## src/rtl/xband_pkg.sv

```systemverilog
// Shared types and constants for the Xband RX comma aligner.
// Optional statistics counters are enabled by defining XBAND_ALIGN_STATS_EN.
package xband_pkg;

  typedef logic [9:0] code10_t;

  typedef enum logic [1:0] {HUNT, VERIFY, LOCKED} align_state_t;

  // K28.5 in {j,h,g,f,i,e,d,c,b,a} order, bit0 = a = first received bit
  localparam code10_t K28_5_N = 10'b0101111100;
  localparam code10_t K28_5_P = 10'b1010000011;

  function automatic logic [15:0] sat_inc16(input logic [15:0] v);
    return (v == 16'hFFFF) ? v : v + 16'd1;
  endfunction

endpackage

```

## src/rtl/xband_comma_align_if.sv

```systemverilog
// Raw deserializer input, aligned decoder output and lock status of the comma aligner.
interface xband_comma_align_if;
  import xband_pkg::*;

  code10_t     raw_10bit;
  logic        raw_val;
  code10_t     data_in_10bit;
  logic        data_in_val;
  logic        locked;
  logic        lock_lost;
  logic [3:0]  align_shift;
  logic [15:0] comma_cnt;
  logic [15:0] realign_cnt;

  modport master (
    output raw_10bit, raw_val,
    input  data_in_10bit, data_in_val, locked, lock_lost, align_shift,
           comma_cnt, realign_cnt
  );

  modport slave (
    input  raw_10bit, raw_val,
    output data_in_10bit, data_in_val, locked, lock_lost, align_shift,
           comma_cnt, realign_cnt
  );

endinterface

```

## src/rtl/comma_detect10.sv

```systemverilog
// Combinational 20-bit barrel window over {raw, prev}: per-offset K28.5 hits and
// the lowest hitting offset.
module comma_detect10
  import xband_pkg::*;
#(
  parameter code10_t COMMA_N = K28_5_N,
  parameter code10_t COMMA_P = K28_5_P
) (
  input  code10_t    raw_i,
  input  code10_t    prev_i,
  output logic       hit_o,
  output logic [3:0] hit_shift_o,
  output logic [9:0] hit_vec_o
);

  logic [19:0] cat;
  assign cat = {raw_i, prev_i};

  always_comb begin
    // NOTE: every combinational output gets a default first so no path infers a latch.
    hit_vec_o = '0;
    for (int s = 0; s < 10; s++) begin
      hit_vec_o[s] = (cat[s +: 10] == COMMA_N) || (cat[s +: 10] == COMMA_P);
    end
  end

  // Scan downward so the lowest hitting offset is the last one written
  always_comb begin
    hit_shift_o = '0;
    for (int s = 9; s >= 0; s--) begin
      if (hit_vec_o[s]) hit_shift_o = 4'(s);
    end
  end

  assign hit_o = |hit_vec_o;

endmodule

```

## src/rtl/xband_comma_align.sv

```systemverilog
// K28.5 word aligner feeding dec_8b10b_n: hunts, confirms and tracks the comma bit offset.
// Optional stats counters (comma_cnt, realign_cnt) exist only with XBAND_ALIGN_STATS_EN.
module xband_comma_align
  import xband_pkg::*;
#(
  parameter code10_t     COMMA_N     = K28_5_N,
  parameter code10_t     COMMA_P     = K28_5_P,
  parameter int unsigned CONFIRM_CNT = 3,
  parameter int unsigned LOSS_CNT    = 4,
  parameter int unsigned MAX_GAP     = 1024
) (
  input logic               clk_10M,
  input logic               xband_rst,
  xband_comma_align_if.slave rx
);

  localparam logic [3:0]  CONFIRM_L = 4'(CONFIRM_CNT);
  localparam logic [3:0]  LOSS_L    = 4'(LOSS_CNT);
  localparam logic [16:0] MAX_GAP_L = 17'(MAX_GAP);

  align_state_t state_q, state_d;
  code10_t      prev_q;
  logic [3:0]   align_shift_q, align_shift_d;
  logic [3:0]   confirm_q, confirm_d;
  logic [3:0]   err_q, err_d;
  logic [15:0]  gap_q, gap_d;
  logic         lost_d, lock_lost_q;
  code10_t      s1_data_q, out_data_q;
  logic         s1_val_q, out_val_q;

  logic         hit, in_phase, gap_over;
  logic [3:0]   hit_shift;
  logic [9:0]   hit_vec;
  code10_t      sel_word;

  comma_detect10 #(.COMMA_N(COMMA_N), .COMMA_P(COMMA_P)) u_detect (
    .raw_i       (rx.raw_10bit),
    .prev_i      (prev_q),
    .hit_o       (hit),
    .hit_shift_o (hit_shift),
    .hit_vec_o   (hit_vec)
  );

  assign in_phase = hit_vec[align_shift_q];
  assign gap_over = ({1'b0, gap_q} + 17'd1) > MAX_GAP_L;
  // Select with the next offset so the confirming comma itself is emitted aligned
  assign sel_word = code10_t'({rx.raw_10bit, prev_q} >> align_shift_d);

  always_comb begin
    state_d       = state_q;
    align_shift_d = align_shift_q;
    confirm_d     = confirm_q;
    err_d         = err_q;
    gap_d         = gap_q;
    lost_d        = 1'b0;
    if (rx.raw_val) begin
      unique case (state_q)
        HUNT: begin
          if (hit) begin
            align_shift_d = hit_shift;
            confirm_d     = 4'd1;
            err_d         = '0;
            gap_d         = '0;
            state_d       = (CONFIRM_L == 4'd1) ? LOCKED : VERIFY;
          end
        end
        VERIFY: begin
          if (in_phase) begin
            confirm_d = confirm_q + 4'd1;
            gap_d     = '0;
            if (confirm_q + 4'd1 == CONFIRM_L) begin
              state_d = LOCKED;
              err_d   = '0;
            end
          end else if (hit) begin
            align_shift_d = hit_shift;
            confirm_d     = 4'd1;
            gap_d         = '0;
          end else if (gap_over) begin
            state_d = HUNT;
            gap_d   = '0;
          end else begin
            gap_d = gap_q + 16'd1;
          end
        end
        LOCKED: begin
          if (in_phase) begin
            err_d = '0;
            gap_d = '0;
          end else if ((hit && (err_q + 4'd1 == LOSS_L)) || gap_over) begin
            state_d = HUNT;
            err_d   = '0;
            gap_d   = '0;
            lost_d  = 1'b1;
          end else begin
            gap_d = gap_q + 16'd1;
            if (hit) err_d = err_q + 4'd1;
          end
        end
        default: state_d = HUNT;
      endcase
    end
  end

  always_ff @(posedge clk_10M) begin
    if (xband_rst) begin
      state_q       <= HUNT;
      prev_q        <= '0;
      align_shift_q <= '0;
      confirm_q     <= '0;
      err_q         <= '0;
      gap_q         <= '0;
      lock_lost_q   <= 1'b0;
      s1_data_q     <= '0;
      s1_val_q      <= 1'b0;
      out_data_q    <= '0;
      out_val_q     <= 1'b0;
    end else begin
      // NOTE: clocked state uses non-blocking assignments so every register samples pre-edge values.
      state_q       <= state_d;
      align_shift_q <= align_shift_d;
      confirm_q     <= confirm_d;
      err_q         <= err_d;
      gap_q         <= gap_d;
      lock_lost_q   <= lost_d;
      if (rx.raw_val) begin
        prev_q    <= rx.raw_10bit;
        s1_data_q <= sel_word;
      end
      s1_val_q   <= rx.raw_val && (state_d == LOCKED);
      out_data_q <= s1_data_q;
      out_val_q  <= s1_val_q;
    end
  end

  assign rx.data_in_10bit = out_data_q;
  assign rx.data_in_val   = out_val_q;
  assign rx.locked        = (state_q == LOCKED);
  assign rx.lock_lost     = lock_lost_q;
  assign rx.align_shift   = align_shift_q;

`ifdef XBAND_ALIGN_STATS_EN
  logic [15:0] comma_cnt_q, realign_cnt_q;
  logic        comma_inc;

  assign comma_inc = rx.raw_val && (state_q == LOCKED) && in_phase;

  always_ff @(posedge clk_10M) begin
    if (xband_rst) begin
      comma_cnt_q   <= '0;
      realign_cnt_q <= '0;
    end else begin
      if (comma_inc) comma_cnt_q   <= sat_inc16(comma_cnt_q);
      if (lost_d)    realign_cnt_q <= sat_inc16(realign_cnt_q);
    end
  end

  assign rx.comma_cnt   = comma_cnt_q;
  assign rx.realign_cnt = realign_cnt_q;
`else
  assign rx.comma_cnt   = '0;
  assign rx.realign_cnt = '0;
`endif

endmodule
```

## src/flat_wrapper.sv

```systemverilog
// flat-port wrapper written by rule: the top's interface ports become plain ports
module xband_comma_align_flat import xband_pkg::*;
#(
  parameter code10_t     COMMA_N     = K28_5_N,
  parameter code10_t     COMMA_P     = K28_5_P,
  parameter int unsigned CONFIRM_CNT = 3,
  parameter int unsigned LOSS_CNT    = 4,
  parameter int unsigned MAX_GAP     = 1024
)
  (clk_10M, xband_rst, rx_raw_10bit, rx_raw_val, rx_data_in_10bit, rx_data_in_val, rx_locked, rx_lock_lost, rx_align_shift, rx_comma_cnt, rx_realign_cnt);
  xband_comma_align_if rx_i ();
  input logic clk_10M;
  input logic xband_rst;
  input wire logic [$bits(rx_i.raw_10bit)-1:0] rx_raw_10bit;
  input wire logic [$bits(rx_i.raw_val)-1:0] rx_raw_val;
  output wire logic [$bits(rx_i.data_in_10bit)-1:0] rx_data_in_10bit;
  output wire logic [$bits(rx_i.data_in_val)-1:0] rx_data_in_val;
  output wire logic [$bits(rx_i.locked)-1:0] rx_locked;
  output wire logic [$bits(rx_i.lock_lost)-1:0] rx_lock_lost;
  output wire logic [$bits(rx_i.align_shift)-1:0] rx_align_shift;
  output wire logic [$bits(rx_i.comma_cnt)-1:0] rx_comma_cnt;
  output wire logic [$bits(rx_i.realign_cnt)-1:0] rx_realign_cnt;
  assign rx_i.raw_10bit = rx_raw_10bit;
  assign rx_i.raw_val = rx_raw_val;
  assign rx_data_in_10bit = rx_i.data_in_10bit;
  assign rx_data_in_val = rx_i.data_in_val;
  assign rx_locked = rx_i.locked;
  assign rx_lock_lost = rx_i.lock_lost;
  assign rx_align_shift = rx_i.align_shift;
  assign rx_comma_cnt = rx_i.comma_cnt;
  assign rx_realign_cnt = rx_i.realign_cnt;
  xband_comma_align #(.COMMA_N(COMMA_N), .COMMA_P(COMMA_P), .CONFIRM_CNT(CONFIRM_CNT), .LOSS_CNT(LOSS_CNT), .MAX_GAP(MAX_GAP)) u_core (.clk_10M(clk_10M), .xband_rst(xband_rst), .rx(rx_i));
endmodule
```

## config.mk

```make
export PLATFORM = sky130hd
export DESIGN_NAME = xband_comma_align_flat
export DESIGN_NICKNAME = d
export VERILOG_FILES = /design/src/rtl/xband_pkg.sv /design/src/rtl/xband_comma_align_if.sv /design/src/rtl/comma_detect10.sv /design/src/rtl/xband_comma_align.sv /design/src/flat_wrapper.sv
export SDC_FILE = /design/constraint.sdc
export NUM_CORES = 1
export LEC_CHECK = 0
export BUFFER_PORTS_ARGS = -buffer_cell sky130_fd_sc_hd__buf_4
export CAP_MARGIN = 20
export CORE_MARGIN = 8
export CORE_UTILIZATION = 40
export DETAILED_ROUTE_END_ITERATION = 16
export HOLD_SLACK_MARGIN = 0.15
export PLACE_DENSITY = 0.6
export SLEW_MARGIN = 10
export SYNTH_ARGS = -nofsm -noshare
export SYNTH_HDL_FRONTEND = slang
export SYNTH_SLANG_ARGS = --single-unit
```

## constraint.sdc

```tcl
create_clock -name clk_10M -period 6.7 [get_ports clk_10M]
set_input_delay 0.335 -clock clk_10M [delete_from_list [all_inputs] [get_ports clk_10M]]
set_output_delay 0.335 -clock clk_10M [all_outputs]
set_load 0.02 [all_outputs]
```

# Yosys cells after proc, flatten, opt, wreduce, memory -nomap -nowiden

Cells that the tools add are included.

Input bits: 13
Register bits after elaboration: 63

Muxes and demuxes: 43
Equality and inequality tests: 29
Bitwise operators: 2
Shift-type cells: 1
Add/subtract/negate cells: 4
$lt $le $gt $ge: 2
Reductions and logical operators: 21

Operator list:

| operator                                                    | count |
|---|---|
| == test 10 bit (second input constant)                      | 10 |
| == test 10 x 9 -> 1 bit (second input constant)             | 10 |
| two-way mux 16 bit                                          | 6 |
| two-way mux 4 bit                                           | 21 |
| case mux 16 bit (3 select lines)                            | 1 |
| >> shifter 20 x 4 -> 10 bit                                 | 1 |
| adder 16 x 1 -> 17 bit (second input constant)              | 1 |
| > comparator 17 x 11 -> 1 bit (second input constant)       | 1 |
| adder 16 x 1 -> 16 bit (second input constant)              | 1 |
| two-way mux 2 bit                                           | 8 |
| case mux 4 bit (2 select lines)                             | 2 |
| case mux 4 bit (3 select lines)                             | 1 |
| logical OR 1 bit                                            | 11 |
| OR reduction 10 bit                                         | 1 |
| adder 4 x 1 -> 4 bit (second input constant)                | 2 |
| inequality test 2 x 1 -> 1 bit (second input constant)      | 3 |
| case mux 2 bit (3 select lines)                             | 1 |
| AND reduction 6 bit                                         | 1 |
| less-than comparator 4 x 5 -> 1 bit (second input constant) | 1 |
| binary-select mux 1 bit (select 4 bit)                      | 1 |
| == test 2 bit (second input constant)                       | 2 |
| == test 4 x 2 -> 1 bit (second input constant)              | 1 |
| == test 4 x 3 -> 1 bit (second input constant)              | 1 |
| inequality test 4 x 1 -> 1 bit (second input constant)      | 1 |
| other kinds (10)                                            | 13 |

# Depth between registers and ports, before layout

Depth after elaboration: 17
Mapped depth: 15
Mapped depth without buffers: 12

# Cells and area by module

From an unflattened synthesis, not the netlist that was laid out.

Cells, all modules: 593
Area total of the unflattened synthesis: 4805.9 um^2

By module, submodules not included:

| module            | times used | area each (um^2) | cells an instance | seq. area each (um^2) |
|---|---|---|---|---|
| xband_comma_align | 1          | 4227.8           | 523               | 1261.2 |
| comma_detect10    | 1          | 578.1            | 70                | 0.0 |

# Least setup slack after synthesis

OpenSTA, ideal clock, no wires.

Path type: reg2reg
Start: reg u_core.prev_q[8]
End: reg u_core.s1_data_q[1]
Data arrival time: 2.948 ns
Library setup time: 0.131 ns
Path slack: 3.621 ns
Stages on the path, launching flop included: 14
Cells stage by stage: dfxtp_1 buf_4 or4b_1 or4_1 nand4_1 o2111ai_2 o21a_1 a31oi_4 nand2_4 buf_12 mux2i_2 mux2i_1 a211oi_1 o22ai_1

Word-level cells in the longest chain between the ends: 16
Elaborated cells between the ends (all ways): 44
Classes of those cells: eq/ne (18); shift (1); mux (15); reduce/logical (10)

RTL lines:

| item                                                      | RTL line                                         | source |
|---|---|---|
| start, declared                                           | xband_comma_align.sv:22                          | `code10_t prev_q;` |
| start signal, assigned                                    | xband_comma_align.sv:127                         | `prev_q <= rx.raw_10bit;` |
| == test 10 x 9 -> 1 bit or == test 10 bit (tied branches) | comma_detect10.sv:23                             | `hit_vec_o[s] = (cat[s +: 10] == COMMA_N) \|\| (cat[s +: 10] == COMMA_P);` |
| logical OR 1 bit                                          | comma_detect10.sv:23                             |  |
| two-way mux 4 bit (9 in a row)                            | comma_detect10.sv:31                             | `if (hit_vec_o[s]) hit_shift_o = 4'(s);` |
| two-way mux 4 bit                                         | xband_comma_align.sv:59, xband_comma_align.sv:75 |  |
| two-way mux 4 bit                                         | xband_comma_align.sv:68                          | `if (in_phase) begin` |
| case mux 4 bit (2 select lines)                           | xband_comma_align.sv:57                          | `unique case (state_q)` |
| two-way mux 4 bit                                         | xband_comma_align.sv:56                          | `if (rx.raw_val) begin` |
| >> shifter 20 x 4 -> 10 bit (*)                           | xband_comma_align.sv:47                          | `assign sel_word = code10_t'({rx.raw_10bit, prev_q} >> align_shift_d);` |
| end signal, assigned                                      | xband_comma_align.sv:128                         | `s1_data_q <= sel_word;` |
| end, declared                                             | xband_comma_align.sv:28                          | `code10_t s1_data_q, out_data_q;` |

Mark *: on every way between the ends. The rest lies on a longest branch, timed or not. The select of a mux whose other input is x is not followed.
A chain may end at the register's enable or synchronous reset.

# Worst setup path after layout

Start: reg u_core.prev_q[9]
End: reg u_core.s1_data_q[0]

Word-level cells in the longest chain between the ends: 17
Elaborated cells between the ends (all ways): 48
Classes of those cells: eq/ne (20); shift (1); mux (16); reduce/logical (11)

RTL lines:

| item                                                      | RTL line |
|---|---|
| == test 10 x 9 -> 1 bit or == test 10 bit (tied branches) | comma_detect10.sv:23 |
| logical OR 1 bit                                          | comma_detect10.sv:23 |
| two-way mux 4 bit (10 in a row)                           | comma_detect10.sv:31 |
| two-way mux 4 bit                                         | xband_comma_align.sv:59, xband_comma_align.sv:75 |
| two-way mux 4 bit                                         | xband_comma_align.sv:68 |
| case mux 4 bit (2 select lines)                           | xband_comma_align.sv:57 |
| two-way mux 4 bit                                         | xband_comma_align.sv:56 |
| >> shifter 20 x 4 -> 10 bit (*)                           | xband_comma_align.sv:47 |

Marks and branches as above.

==> metrics <==
vias in the first global route about 4.2k; unrepaired setup endpoints after global routing no; Synth Area in XOR/XNOR under 10%; Synth Area in Adders 2.33%; Max-Slew Margin vs Limit 47.8%; Critical Path RT ~7 ns; Async S/R FF share, synth 0%; register area ~0.0013 mm²; I/O Pins 62; # diodes 0; top post-synthesis cells by area dfxtp_1 26%, mux2i_1 8.1%, buf_4 6.1%, nor2_1 4.3%, nand2_1 3.0%; gr ovfl total 0; Worst-Skew Late Latency roughly 0.33 ns; Yosys cell types ~90; CTS tree yes; Die H 126 µm; largest net degree at the start of global routing 55; post-route ant nets 0; placed insts 732; share of cells above drive strength 1 12.6%; initial antenna violation count 0; row count 40; Die Wd approximately 130 µm; drt pass-1 iters 4; clk buf depth 2; clock buffer count from CTS 9; Final #Nets slightly above 600; Peak VDD IR between 100 and 150 µV; cts hold-fix bufs 0; Mapped Area approximately 0.0048 mm²; total negative slack 0 ns; number of synthesized flops with an enable pin 0; Vias/cell ~6; clk sinks 63; post-synthesis sequential area ratio a little over a quarter; R2R Path Start u_core.prev_q[9]$_SDFFE_PP0P_; Final Cycle Share between 60 and 70%; hold wc startpoint rx_raw_10bit[9]; commonest cells in the netlist 63 x dfxtp_1, 55 x nor2_1, 39 x buf_4, 39 x mux2i_1, 39 x nand2_1; Power Density 187 mW/mm²; Hold Path Class in2reg; worst r2r dst u_core.s1_data_q[0]$_SDFFE_PP0P_; Worst Path Max Fanout 20; CP max stage cell dfxtp_1; Critical Path AT between 4 and 5 ns; Hold Violations, Final 0; cell depth of the worst flop-to-flop path 11; area grow syn2layout 7.67%; Synth Area in Simple Gates a little over 30%; leak pwr 1.94 nW; Initial Utilization between 40% and 50%; postcts setup bufs 0; # fillers ~1.2k; root buf cell clkbuf_16; Min-Delay Endpoint u_core.prev_q[9]$_SDFFE_PP0P_; status completed; post-DP HPWL around 9200 µm; worst clock skew roughly 0.0080 ns; full die area 0.0158 mm²; mux share of post-synthesis cell area under 10%; worst-path cell chain nor4b_1, nand4_1, o21ai_0, or4_1, nor3_4, nor2_1, o21ai_2, nand3_2, or3_1, a41o_1, o21ai_1; Core ar. between 0.01 and 0.015 mm²; DR iter-0 viols 330; ys flop type dfxtp_1; Residual DRC 0; Worst Path Buf+Inv 0; max cap viols 0; number of port buffers 29; Yosys top cell area share 26.1%; endpoints failing setup 0; Synth area leader dfxtp_1; Post-CTS Resized 0; worst slew pin tran ~0.78 ns; routability cong. ~0.9; top-count cell post-synth dfxtp_1; routed wire length about 13,000 µm; clk slew on worst S/H paths ~0.06 ns; CP startpoint kind flop; vias between 4k and 5k; gr usage total between 15 and 20%; main combinational cell family by area after synthesis simple AND/OR/NAND/NOR gates; Seq cells post-synth 63; Cells after Synth between 500 and 600; Synth warnings 0; crit end category flop; Final Slew Violations 0; WHS 0.276 ns; wire per inst around 17 µm; hold-critical path depth 3; fin cells between 700 and 800; flop-to-flop setup slack 2.54 ns; area taken by multi-input logic gates 0.00318 mm²; H-tree depth 3; first-pass GRT wire length around 22,000 µm; WS Path Type reg2reg; Mapped Avg Cell Area roughly 8 µm²; CP max stage delay slightly above 0.7 ns; CP top delay family simple AND/OR/NAND/NOR gates; Synth Area in Compound Gates 19.4%; Tmin final about 4.2 ns; Fmax about 0.24 GHz
==> stage by stage <==
step | worst slack, ns | power (mW) | util [%] | area (µm²)
after floorplan | 3.62 | 0.499 | - | 4950
after global placement | 2.74 | 0.512 | 41.2 | 4900
after detailed placement | 2.62 | 0.513 | 41.2 | 4900
after CTS | 2.57 | 0.985 | 43.7 | 5200
after global routing | 2.21 | 1.01 | 43.7 | 5200
final | 2.54 | 0.974 | 43.7 | 5200
==> logic make-up after synthesis <==
group,count (synthesis)
adders and majority gates,9
other,1
buffers and inverters,81
muxes,45
and+or+nand+nor,261
AOI/OAI and AO/OA,127
xor gates and xnor gates,6
DFF,63
==> worst register-to-register path, stage by stage, from the launching register on <==
cell     delay (ns)
dfxtp_1        0.72
nor4b_1        0.17
nand4_1        0.15
o21ai_0        0.13
or4_1          0.69
nor3_4         0.53
nor2_1         0.21
o21ai_2        0.60
nand3_2        0.20
or3_1          0.38
a41o_1         0.24
o21ai_1        0.07
==> power breakdown <==
group	internal, mW	total [mW]	switching (mW)
Sequential	0.384	0.399	0.0148
Clock	0.288	0.466	0.178
Combinational	0.0352	0.108	0.0729
Total	0.708	0.974	0.266
==> worst max-delay path by stage <==
stage | slack (ns) | endpoint | cells after the start | from
after floorplan | 3.62 | u_core.s1_data_q[1]$_SDFFE_PP0P_ | 13 | u_core.prev_q[8]$_SDFFE_PP0P_
after global placement | 2.74 | u_core.s1_data_q[0]$_SDFFE_PP0P_ | 11 | u_core.prev_q[9]$_SDFFE_PP0P_
after detailed placement | 2.62 | u_core.s1_data_q[0]$_SDFFE_PP0P_ | 11 | u_core.prev_q[9]$_SDFFE_PP0P_
after CTS | 2.57 | u_core.s1_data_q[0]$_SDFFE_PP0P_ | 11 | u_core.prev_q[9]$_SDFFE_PP0P_
after global routing | 2.21 | u_core.s1_data_q[0]$_SDFFE_PP0P_ | 11 | u_core.prev_q[9]$_SDFFE_PP0P_
final | 2.54 | u_core.s1_data_q[0]$_SDFFE_PP0P_ | 11 | u_core.prev_q[9]$_SDFFE_PP0P_
==> registers in the layout, indices dropped and copies added, names as in the netlist <==
register / flops
u_core.confirm_q: 4
u_core.err_q: 4
u_core.gap_q: 16
u_core.prev_q: 10
u_core.rx.align_shift: 4
u_core.rx.data_in_10bit: 10
u_core.rx.data_in_val: 1
u_core.rx.lock_lost: 1
u_core.s1_data_q: 10
u_core.s1_val_q: 1
u_core.state_q: 2
==> metal layers <==
| layer | track usage [%] | wire, µm | vias to the layer above | share of wire (%) |
|---|---|---|---|---|
| li1 | - | - | 2148 | - |
| met1 | 22.4 | 6510 | 2104 | 50 |
| met5 | 0 | 0 | - | 0 |
| met4 | 6.51 | 167 | 0 | 1.3 |
| met3 | 3.63 | 621 | 14 | 4.8 |
| met2 | 24.4 | 5670 | 134 | 44 |
==> placed cells by master, fill, tap and decap left out, types with 11 or more instances in the layout <==
cell type	n
a21oi_1	26
buf_4	31
conb_1	32
dfxtp_1	63
mux2i_1	39
nand2_1	39
nand3_1	21
nand4_1	20
nor2_1	55
nor2b_1	22
nor3_1	16
nor3b_1	11
nor4_1	11
o21ai_0	24
==> cell type report <==
class / instances / share of cell area [%]
sequential: 63 / 24.3
timing repair buffer: 31 / 4.48
clock buffer: 9 / 4.33
clock inverter: 7 / 1.40
tap: 147 / 3.54
multi-input combinational: 480 / 61.2
inverter: 11 / 0.794
Note: power is estimated with default switching activity, not from simulation.
